$ cat config.mk
export PLATFORM = sky130hd
export DESIGN_NAME = aes_out_serializer
export DESIGN_NICKNAME = d
export VERILOG_FILES = /design/src/rtl/aes_pkg.sv /design/src/rtl/aes_block_fifo.sv /design/src/rtl/aes_out_serializer.sv
export SDC_FILE = /design/constraint.sdc
export NUM_CORES = 1
export LEC_CHECK = 0
export CORE_MARGIN = 10
export CORE_UTILIZATION = 60
export DETAILED_ROUTE_END_ITERATION = 10
export PLACE_DENSITY = 0.8
export SLEW_MARGIN = 20
export SYNTH_ARGS = -nofsm -noshare
export SYNTH_HDL_FRONTEND = slang
export SYNTH_HIERARCHICAL = 1
export SYNTH_SLANG_ARGS = --single-unit
export TNS_END_PERCENT = 20
$ cat constraint.sdc
create_clock -name clk -period 3.8 [get_ports clk]
set_input_delay 0.76 -clock clk [delete_from_list [all_inputs] [get_ports clk]]
set_output_delay 0.76 -clock clk [all_outputs]
set_load 0.03 [all_outputs]
$ cat src/rtl/aes_pkg.sv
// Shared AES pipeline constants and the output serializer state encoding.
package aes_pkg;

  localparam int unsigned DATA_LEN        = 128;
  localparam int unsigned WORD_LEN        = 32;
  localparam int unsigned WORDS_PER_BLOCK = DATA_LEN / WORD_LEN;
  localparam int unsigned FIFO_DEPTH      = 4;
  localparam int unsigned DROP_CNT_W      = 16;

  typedef enum logic [0:0] {
    IDLE = 1'b0,
    SEND = 1'b1
  } ser_state_e;

endpackage

$ cat src/rtl/aes_block_fifo.sv
// Single-clock block FIFO; exposes the head block and the one behind it so the
// serializer can preload the next word into its output register.
module aes_block_fifo #(
  parameter int unsigned DATA_LEN   = 128,
  parameter int unsigned FIFO_DEPTH = 4
) (
  input  logic                          clk,
  input  logic                          rst_n,
  input  logic                          i_wr_en,
  input  logic                          i_rd_en,
  input  logic [DATA_LEN-1:0]           i_wr_data,
  output logic [DATA_LEN-1:0]           o_head_c,
  output logic [DATA_LEN-1:0]           o_head_nxt_c,
  output logic                          o_full_c,
  output logic                          o_empty_c,
  output logic [$clog2(FIFO_DEPTH):0]   o_count
);

  localparam int unsigned PTR_W = $clog2(FIFO_DEPTH);
  localparam int unsigned CNT_W = PTR_W + 1;

  logic [DATA_LEN-1:0] r_mem [FIFO_DEPTH];
  logic [PTR_W-1:0]    r_wr_ptr;
  logic [PTR_W-1:0]    r_rd_ptr;
  logic [CNT_W-1:0]    r_count;
  logic                w_wr;
  logic                w_rd;

  always_comb begin
    o_full_c     = (r_count == CNT_W'(FIFO_DEPTH));
    o_empty_c    = (r_count == '0);
    w_rd         = i_rd_en & ~o_empty_c;
    w_wr         = i_wr_en & (~o_full_c | w_rd);
    o_head_c     = r_mem[r_rd_ptr];
    o_head_nxt_c = r_mem[r_rd_ptr + PTR_W'(1)];
    o_count      = r_count;
  end

  // Storage array carries no reset; occupancy tracking guards every read.
  always_ff @(posedge clk) begin
    if (w_wr) r_mem[r_wr_ptr] <= i_wr_data;
  end

  always_ff @(posedge clk or negedge rst_n) begin
    if (!rst_n) begin
      r_wr_ptr <= '0;
      r_rd_ptr <= '0;
      r_count  <= '0;
    end else begin
      if (w_wr) r_wr_ptr <= r_wr_ptr + PTR_W'(1);
      if (w_rd) r_rd_ptr <= r_rd_ptr + PTR_W'(1);
      case ({w_wr, w_rd})
        2'b10:   r_count <= r_count + CNT_W'(1);
        2'b01:   r_count <= r_count - CNT_W'(1);
        default: r_count <= r_count;
      endcase
    end
  end

endmodule

$ cat src/rtl/aes_out_serializer.sv
// Buffers AES ciphertext blocks and streams them MS-word first over valid/ready.
// Optional AES_OUT_DROP_CNT_EN adds a saturating dropped-block counter port.
module aes_out_serializer
  import aes_pkg::*;
#(
  parameter int unsigned DATA_LEN   = aes_pkg::DATA_LEN,
  parameter int unsigned WORD_LEN   = aes_pkg::WORD_LEN,
  parameter int unsigned FIFO_DEPTH = aes_pkg::FIFO_DEPTH
) (
  input  logic                clk,
  input  logic                reset,
  input  logic                data_valid_in,
  input  logic [DATA_LEN-1:0] cipher_text,
  output logic                m_valid,
  input  logic                m_ready,
  output logic [WORD_LEN-1:0] m_data,
  output logic                m_last,
  output logic                overflow
`ifdef AES_OUT_DROP_CNT_EN
  ,
  output logic [15:0]         drop_count
`endif
);

  localparam int unsigned WPB    = DATA_LEN / WORD_LEN;
  localparam int unsigned WCNT_W = (WPB > 1) ? $clog2(WPB) : 1;
  localparam int unsigned CNT_W  = $clog2(FIFO_DEPTH) + 1;

  ser_state_e          r_state;
  ser_state_e          w_state_nxt;
  logic [WCNT_W-1:0]   r_wcnt;
  logic [WCNT_W-1:0]   w_wcnt_nxt;
  logic [WCNT_W-1:0]   w_sel;
  logic                r_m_valid;
  logic                r_m_last;
  logic [WORD_LEN-1:0] r_m_data;
  logic                r_overflow;
  logic                w_valid_nxt;
  logic                w_last_nxt;
  logic [WORD_LEN-1:0] w_data_nxt;
  logic                w_hs;
  logic                w_pop;
  logic                w_wr;
  logic                w_drop;
  logic [CNT_W-1:0]    w_cnt_nxt;
  logic [DATA_LEN-1:0] w_head_nxt;
  logic [DATA_LEN-1:0] w_fifo_head;
  logic [DATA_LEN-1:0] w_fifo_head_nxt;
  logic                w_full;
  logic                w_empty;
  logic [CNT_W-1:0]    w_count;

  aes_block_fifo #(
    .DATA_LEN   (DATA_LEN),
    .FIFO_DEPTH (FIFO_DEPTH)
  ) u_fifo (
    .clk          (clk),
    .rst_n        (reset),
    .i_wr_en      (w_wr),
    .i_rd_en      (w_pop),
    .i_wr_data    (cipher_text),
    .o_head_c     (w_fifo_head),
    .o_head_nxt_c (w_fifo_head_nxt),
    .o_full_c     (w_full),
    .o_empty_c    (w_empty),
    .o_count      (w_count)
  );

  // Next state and next output word; the block that will be head after this
  // edge may still be in flight on cipher_text when the FIFO is (nearly) empty.
  always_comb begin
    w_hs        = r_m_valid & m_ready;
    w_pop       = w_hs & r_m_last;
    w_wr        = data_valid_in & (~w_full | w_pop);
    w_drop      = data_valid_in & ~w_wr;
    w_cnt_nxt   = w_count + CNT_W'(w_wr) - CNT_W'(w_pop);
    w_wcnt_nxt  = r_wcnt;
    w_state_nxt = r_state;
    w_head_nxt  = w_fifo_head;

    if (w_hs) w_wcnt_nxt = w_pop ? '0 : r_wcnt + WCNT_W'(1);

    if (w_pop) w_head_nxt = (w_count > CNT_W'(1)) ? w_fifo_head_nxt : cipher_text;
    else       w_head_nxt = w_empty ? cipher_text : w_fifo_head;

    case (r_state)
      IDLE:    if (w_cnt_nxt != '0) w_state_nxt = SEND;
      SEND:    if (w_cnt_nxt == '0) w_state_nxt = IDLE;
      default: w_state_nxt = IDLE;
    endcase

    w_valid_nxt = (w_state_nxt == SEND);
    w_sel       = WCNT_W'(WPB - 1) - w_wcnt_nxt;
    w_data_nxt  = w_valid_nxt ? w_head_nxt[w_sel*WORD_LEN +: WORD_LEN] : '0;
    w_last_nxt  = w_valid_nxt & (w_wcnt_nxt == WCNT_W'(WPB - 1));
  end

  always_ff @(posedge clk or negedge reset) begin
    if (!reset) begin
      r_state    <= IDLE;
      r_wcnt     <= '0;
      r_m_valid  <= 1'b0;
      r_m_last   <= 1'b0;
      r_m_data   <= '0;
      r_overflow <= 1'b0;
    end else begin
      r_state    <= w_state_nxt;
      r_wcnt     <= w_wcnt_nxt;
      r_m_valid  <= w_valid_nxt;
      r_m_last   <= w_last_nxt;
      r_m_data   <= w_data_nxt;
      r_overflow <= r_overflow | w_drop;
    end
  end

  assign m_valid  = r_m_valid;
  assign m_last   = r_m_last;
  assign m_data   = r_m_data;
  assign overflow = r_overflow;

`ifdef AES_OUT_DROP_CNT_EN
  logic [DROP_CNT_W-1:0] r_drop_cnt;

  always_ff @(posedge clk or negedge reset) begin
    if (!reset)                                         r_drop_cnt <= '0;
    else if (w_drop && (r_drop_cnt != {DROP_CNT_W{1'b1}})) r_drop_cnt <= r_drop_cnt + DROP_CNT_W'(1);
  end

  assign drop_count = r_drop_cnt;
`endif

endmodule

=== After elaboration in Yosys (flattened, before gate mapping) ===
Memory sizes are Yosys's and may differ from the RTL's.
Cells that the tools add are included.

* Register bits after elaboration: 44
* Latch bits: 0
* RAM bits: 512
* Memory bits (read-only): 0
* Input port bits: 132
* Output and inout port bits: 35
* Word-level logic and storage cells: 53
* Memories: 1

{| class="wikitable"
|+ Memory list
! memory !! words !! bits a word !! rd ports !! clocked after memory_dff !! write ports !! line !! RTL
|-
| u_fifo.r_mem || 4 || 128 || 2 || 0 || 1 || aes_block_fifo.sv:22 || <nowiki>logic [DATA_LEN-1:0] r_mem [FIFO_DEPTH];</nowiki>
|}

* $add $sub $neg: 8
* Multiply operators: 0
* Div/mod/pow operators: 0
* Magnitude comparators: 1
* Equality and inequality tests: 4
* Shift operators: 1
* Muxes and demuxes: 12
* Bitwise gates (word level): 14
* Reductions and logical operators: 4

{| class="wikitable"
|+ Operators with widths
! operator !! count
|-
| $mux 128 || 3
|-
| $shiftx 128x8->32 || 1
|-
| $mux 32 || 1
|-
| $and 1x1->1 || 7
|-
| $add 2x1->2 const B || 3
|-
| $logic_not 3->1 || 2
|-
| $pmux 3 s2 || 1
|-
| $eq 2x2->1 const B || 2
|-
| $mux 1 || 4
|-
| $mux 2 || 2
|-
| $not 1->1 || 4
|-
| $add 3x1->3 || 1
|-
| $add 3x1->3 const B || 1
|-
| $eq 3x3->1 const B || 1
|-
| $gt 3x1->1 const B || 1
|-
| $or 1x1->1 || 3
|-
| $reduce_bool 3->1 || 1
|-
| $sub 3x1->3 || 1
|-
| $sub 3x1->3 const B || 1
|-
| $eq 2x1->1 const B || 1
|-
| $pmux 1 s2 || 1
|-
| $reduce_bool 2->1 || 1
|-
| $sub 2x2->2 const A || 1
|}

=== Longest topological paths before layout ===
Gate-level depths: netlist of run 1.

* Word-level depth: 10
* Gate-level depth with buffers: 13
* Gate-level depth less buffers: 11

=== Modules after synthesis ===
Netlist of run 1, hierarchy kept.

{| class="wikitable"
|+ By module, submodules not included
! module !! times used !! cells an instance !! area an instance (um^2) !! sequential area each (um^2)
|-
| aes_block_fifo || 1 || 864 || 22029.9 || 15549.9
|-
| aes_out_serializer || 1 || 428 || 3728.6 || 925.9
|}

=== Worst setup path before layout of run 1 ===
OpenSTA, ideal clock, no wires.

* Path type: input port to flip-flop
* Start: in m_ready
* End: mem u_fifo.r_mem[0][0], enable pin
* Arrival time: 3012 ps
* Required time: 3368 ps
* Setup slack: 356 ps
* Cell stages on the path: 4
* Cell sequence: nand3_1 a21boi_0 o21a_4 and2_2

* Word-level cells in the longest chain between the ends: 7

{| class="wikitable"
|+ Ends and longest elaborated chain
! item !! line !! RTL
|-
| from (decl) || aes_out_serializer.sv:15 || <nowiki>input logic m_ready,</nowiki>
|-
| $and 1x1->1 || aes_out_serializer.sv:72 || <nowiki>w_hs = r_m_valid & m_ready;</nowiki>
|-
| $and 1x1->1 || aes_out_serializer.sv:73 || <nowiki>w_pop = w_hs & r_m_last;</nowiki>
|-
| $or 1x1->1 || aes_out_serializer.sv:74 || <nowiki>w_wr = data_valid_in & (~w_full | w_pop);</nowiki>
|-
| $and 1x1->1 || aes_out_serializer.sv:74 ||
|-
| named net w_wr || aes_out_serializer.sv:43 || <nowiki>logic w_wr;</nowiki>
|-
| $and 1x1->1 || aes_block_fifo.sv:33 || <nowiki>w_wr = i_wr_en & (~o_full_c | w_rd);</nowiki>
|-
| $mux 1 || aes_block_fifo.sv:41 || <nowiki>if (w_wr) r_mem[r_wr_ptr] <= i_wr_data;</nowiki>
|-
| $mux 1 (implied by the code) || aes_block_fifo.sv:41 ||
|-
| to (decl) || aes_block_fifo.sv:22 ||
|}

The timed path passes the listed nets, and every way through them passes these cells.

=== Worst setup path after layout of run 1 ===
* Start: in m_ready
* End: reg r_m_data[24] (netlist: m_data[24])

* Word-level cells in the longest chain between the ends: 10

{| class="wikitable"
|+ Ends and longest elaborated chain
! item !! line !! RTL
|-
| $and 1x1->1 * || aes_out_serializer.sv:72 ||
|-
| $and 1x1->1 * || aes_out_serializer.sv:73 ||
|-
| $or 1x1->1 * || aes_out_serializer.sv:74 ||
|-
| $and 1x1->1 * || aes_out_serializer.sv:74 ||
|-
| named net w_wr || aes_out_serializer.sv:43 ||
|-
| $add 3x1->3 * || aes_out_serializer.sv:76 || <nowiki>w_cnt_nxt = w_count + CNT_W'(w_wr) - CNT_W'(w_pop);</nowiki>
|-
| $sub 3x1->3 * || aes_out_serializer.sv:76 ||
|-
| $logic_not 3->1 / $reduce_bool 3->1 (equally long branches) || aes_out_serializer.sv:88, aes_out_serializer.sv:87 ||
|-
| $mux 1, on equally long branches || aes_out_serializer.sv:88, aes_out_serializer.sv:87 ||
|-
| $pmux 1 s2 * || aes_out_serializer.sv:86 || <nowiki>case (r_state)</nowiki>
|-
| $mux 32 * || aes_out_serializer.sv:94 || <nowiki>w_data_nxt = w_valid_nxt ? w_head_nxt[w_sel*WORD_LEN +: WORD_LEN] : '0;</nowiki>
|-
| named net w_data_nxt[24] || aes_out_serializer.sv:40 || <nowiki>logic [WORD_LEN-1:0] w_data_nxt;</nowiki>
|-
| to (signal assigned) || aes_out_serializer.sv:111 || <nowiki>r_m_data <= w_data_nxt;</nowiki>
|-
| to (decl) || aes_out_serializer.sv:36 || <nowiki>logic [WORD_LEN-1:0] r_m_data;</nowiki>
|}

Mark *: on every way through the listed nets, which the timed path passes. The rest lies on a longest branch.
A chain may end at the register's enable or synchronous reset.

==> impl_metrics.toml, run 1 <==
[die]
fp.dieW_um = 218
die_area_sq_um = 47400
start_util_pct = 60.7
ios = 167
row_count = 72
core_region_area_sq_um = 38600
die_y_um = 218

[clock_tree]
h-tree-depth = 2
cts_setup_buffers = 0
insertion_delay_ns = 0.60
clk_pin_slew_ns = 0.06
cts_resized = 0
numCtsBuffers = 54
clk_path_buf_depth = 3
cts_root_buf = "clkbuf_16"
clkSinkCount = 556
cts_hold_buf = 0
cts_tree = "yes"

[drt]
routed_wl_mm = 52.8
remaining_drc_errors = 0
routed-via-count = 12600
drt_iter0_drc = 1272
dr.pass1.iters = 6
wl_per_cell_um = 27.3
ant_nets = 0
via_per_inst = 6.54

[synth]
syn-num-nets = 1322
yosysWarnings = 6
avgSynthCellArea_sq_um = 19.9
synthCells = 1180
synth_area_sq_um = 23500

[final_layout]
layout.nets = 1513
final_layout_size_suffix_gt1_share_pct = 22.1
n_antenna_cell = 0
instances_no_fill = 1931
syn_to_final_growth_pct = 18.8

[critical_path]
reg2reg_from = "u_fifo/o_count[2]"
r2r_setup_slack_ns = 0.54
end_kind = "flop"
crit_required_ns = 4.28
crit_fanout = 15
r2r_cells = 11
r2r-end = "m_data[24]"
criticalPathCategory = "in2reg"
crit_arrival_ns = 3.80
startpoint_type = "primary input"

[pwr]
p_int_mw = 16.0
p_clk_share_pct = 22.8
p_sw_mw = 7.93
combPwrFrac_pct = 40.2
switching_share_pct = 33.1
p_total_mw = 23.9
pwr_density_cell_nw_per_um2 = 859
ir_drop_uv = 652
seqPwrFrac_pct = 37.0
leakage_nw = 9.66

[grt]
grt_pass1_wl_mm = 80.5
grt_antenna_before_repair = 1
grt_pass1_vias = 13200
track_usage_pct = 22.3
grt_start_max_net_pins = 84
overflow = 0

[sta]
final_hold_viol_count = 0
report.final.slew_viol_count = 0
relSlewSlack_pct = 41.0
setup-violations-final = 0
whs_ns = 0.291
finalCritPeriodShare_pct = 87.4
finalClockSkew_ns = 0.0285
worstMarginPinSlew_ns = 0.884
fmax_mhz = 301
period_minus_slack_ns = 3.32
rsz0062_at_grt = "no"

[placed_design]
io_buffers = 166
dp_cells = 1833
hpwl_mm = 32.9
place.gp.congestion = 0.803

[run_status]
status = "complete, no violations"

[hold_path]
timing.hold.worst.class = "in2async"

[run]
cap_viol_max_count = 0
==> worst max-delay path, cell delays in order <==
cell and delay [ns]:
clkdlybuf4s50_1 0.54, nand3_1 0.16, a21boi_0 0.33, ha_1 0.24
fa_1 0.42, or3_2 0.58, nand3_2 0.17, buf_12 0.17
o22ai_1 0.12, a211o_1 0.30
==> power by group through the flow <==
stage	logic [mW]	clock network [mW]	registers, mW
floorplan	6.52	0	9.03
global placement	9.39	0	8.87
detailed placement	9.58	0	8.96
CTS	9.65	5.54	8.85
global route	10.2	5.77	8.96
finish	9.61	5.47	8.86
==> worst max path at each step <==
| stage | start | depth (start not counted) | slack, ns | endpoint |
|---|---|---|---|---|
| after detailed placement | m_ready | 13 | -0.1 | m_data[24] |
| after floorplan | m_ready | 4 | 0.36 | u_fifo/r_mem[0][0] |
| after global routing | m_ready | 13 | 0.36 | m_data[3] |
| after global placement | m_ready | 13 | 0.02 | m_data[18] |
| final | m_ready | 10 | 0.48 | m_data[24] |
| after CTS | m_ready | 13 | 0.53 | m_data[24] |
==> per-stage QoR <==
stage | setup TNS, ns | area (sq um) | worst slack (ns) | util (%)
after global routing | 0 | 27900 | 0.365 | 72.1
after global placement | 0 | 26100 | 0.0190 | 67.4
after CTS | 0 | 27900 | 0.531 | 72.1
after detailed placement | -1.86 | 26100 | -0.0954 | 67.4
final | 0 | 27900 | 0.477 | 72.1
after floorplan | 0 | 23500 | 0.356 | -
==> state kept, by name, summed over array words and instances (netlist names) <==
signal and cells:
m_last 1, m_valid 1, m_data 32, u_fifo/r_mem 512, r_wcnt 2, u_fifo/r_rd_ptr 2
overflow 1, u_fifo/r_wr_ptr 2, u_fifo/o_count 3
==> cells in the final DEF (no fill, tap or decap), types with 9 or more instances in the layout <==
master,instances
edfxtp_1,512
clkinv_1,9
clkbuf_1,9
a21oi_1,32
dfrtp_1,42
buf_4,21
buf_12,29
inv_1,9
clkdlybuf4s50_1,165
mux4_2,160
mux2i_1,129
o22ai_1,64
nand2_1,69
a211o_1,32
clkbuf_16,55
clkinv_2,10
==> layer usage <==
metal	global-route usage (%)	routed length (um)	up-vias
met5	0	18	-
met4	7.94	1370	2
met3	4.52	4580	106
met2	36.0	26400	670
met1	30.0	20400	6546
li1	-	-	5298
==> final cells by class <==
type	instances	area, sq um
multi-input combinational	532	6490
inverter	11	41.3
clock buffer	68	1470
tap	518	648
sequential	556	16500
timing repair buffer	216	2390
clock inverter	30	349
fill	2218	10800
Power figures use the tool's default switching activity.
==> run 2, diff against run 1 <==
- CTS_CLUSTER_SIZE: not set -> 28
==> results of run 2 <==
Same layout as run 1: the final DEF is identical, and so are final timing and power.
==> run 3, diff against run 2 <==
- CORE_UTILIZATION: 60 -> 45
- PLACE_DENSITY: 0.8 -> 0.62
==> impl_metrics.toml, run 3 (same netlist as run 1, synthesis figures left out) <==
[sta]
report.final.slew_viol_count = 0
relSlewSlack_pct = 38.6
fin_tns_setup_ns = 0
worstMarginPinSlew_ns = 0.921
setup-violations-final = 0
finalCritPeriodShare_pct = 87.3
fmax_mhz = 301
rsz0062_at_grt = "no"
final_hold_viol_count = 0
period_minus_slack_ns = 3.32
finalClockSkew_ns = 0.0320

[clock_tree]
h-tree-depth = 2
insertion_delay_ns = 0.63
cts_resized = 0
cts_root_buf = "clkbuf_16"
cts_setup_buffers = 0
cts_tree = "yes"
clk_path_buf_depth = 3
clkSinkCount = 556
clk_pin_slew_ns = 0.06
cts_hold_buf = 0
numCtsBuffers = 58

[run_status]
status = "complete, no violations"

[die]
row_count = 83
fp.dieW_um = 248
die_area_sq_um = 61700
start_util_pct = 45.6
core_region_area_sq_um = 51500
ios = 167
die_y_um = 248

[critical_path]
r2r_setup_slack_ns = 0.48
end_kind = "flop"
r2r_cells = 12
crit_chain = "or3b_1, inv_1, a21boi_0, buf_4, ha_1, fa_1, xnor2_1, or3_2, nand2_1, buf_12, o22ai_1, a211o_1"
reg2reg_from = "u_fifo/o_count[2]"
criticalPathCategory = "reg2reg"
crit_arrival_ns = 3.81
crit_fanout = 23
crit_required_ns = 4.29
r2r-end = "m_data[15]"
critPathSlowestCell = "or3_2"
cpPeakStageDelay_ns = 0.50
startpoint_type = "flop"

[placed_design]
io_buffers = 166
place.gp.congestion = 0.742
hpwl_mm = 34.8

[drt]
wl_per_cell_um = 26.3
drt_iter0_drc = 950
routed_wl_mm = 55.5
dr.pass1.iters = 5
via_per_inst = 5.87
ant_nets = 0
remaining_drc_errors = 0
routed-via-count = 12400

[final_layout]
final_core_util_pct = 54.8
n_antenna_cell = 0
final_cell_mix = "512 x edfxtp_1, 165 x clkdlybuf4s50_1, 160 x mux4_2, 129 x mux2i_1, 71 x nand2_1"
final_layout_size_suffix_gt1_share_pct = 22.4
top_register = "u_fifo/r_mem"
layout_commonest_cell = "edfxtp_1"
layout.nets = 1524
syn_to_final_growth_pct = 20.3
largest_reg_flops = 512

[run]
cap_viol_max_count = 0

[grt]
overflow = 0
grt_antenna_before_repair = 2
grt_pass1_vias = 13100
grt_pass1_wl_mm = 83.5
grt_start_max_net_pins = 89
track_usage_pct = 18.0

[pwr]
pwr_density_cell_nw_per_um2 = 855
ir_drop_uv = 536
leakage_nw = 9.73

[hold_path]
timing.hold.worst.class = "in2async"
-- run 3: cell types whose count changed in the layout (fill, tap and decap cells not counted), sizes merged --
| cell | delta |
|---|---|
| buf | +7 |
| bufinv | -4 |
| clkbuf | +20 |
| clkinv | -6 |
| clkinvlp | +1 |
| inv | +1 |
-- run 3: routing by layer --
| layer | wire, um | global-route usage, % | vias to the layer above |
|---|---|---|---|
| met1 | 23800 | 25.0 | 6620 |
| met5 | 27 | 0 | - |
| li1 | - | - | 5320 |
| met4 | 1040 | 4.40 | 4 |
| met2 | 27300 | 28.8 | 375 |
| met3 | 3450 | 3.60 | 72 |
-- run 3: area by class of cell --
type / instances / area, sq um
Tap cell: 680 / 851
Sequential cell: 556 / 16500
Fill cell: 4020 / 23300
Timing Repair Buffer: 223 / 2470
Inverter: 11 / 41.3
Clock buffer: 88 / 1640
Clock inverter: 22 / 251
Multi-Input combinational cell: 532 / 6480
-- run 3: power by group --
group	switching [mW]	internal [mW]	leakage [nW]	total (mW)
clock	2.33	3.27	0.923	5.59
sequential	0.538	8.23	5.21	8.77
combinational	5.20	4.56	3.59	9.76
total	8.07	16.1	9.73	24.1
-- run 3: worst max-delay path, delay by kind of cell (launching register included) --
kind            cells  cell delay (ns)
simple gates        3             1.08
fa+ha+maj           2             0.61
buf+inv             3             0.46
compound gates      3             0.46
flops               1             0.43
xor+xnor            1             0.14
-- run 3: worst max-delay path by stage --
| stage | to | cells after the start | from | slack, ns |
|---|---|---|---|---|
| floorplan | u_fifo/r_mem[0][0] | 4 | m_ready | 0.36 |
| global placement | m_data[30] | 13 | m_ready | -0.04 |
| detailed placement | m_data[15] | 13 | m_ready | -0.09 |
| CTS | m_data[15] | 12 | u_fifo/o_count[2] | 0.46 |
| global route | m_data[15] | 12 | u_fifo/o_count[2] | 0.31 |
| finish | m_data[15] | 12 | u_fifo/o_count[2] | 0.48 |
-- run 3: per-stage QoR --
stage | std cells | power, mW | setup slack [ns] | hold WS [ns] | cell area [sq um]
floorplan | 1180 | 15.5 | 0.356 | 0.464 | 23500
global placement | 2002 | 18.6 | -0.0352 | 0.552 | 26300
detailed placement | 2002 | 18.8 | -0.0929 | 0.538 | 26300
CTS | 2112 | 24.4 | 0.458 | 0.266 | 28200
global route | 2112 | 25.3 | 0.309 | 0.302 | 28200
finish | 2112 | 24.1 | 0.483 | 0.272 | 28200
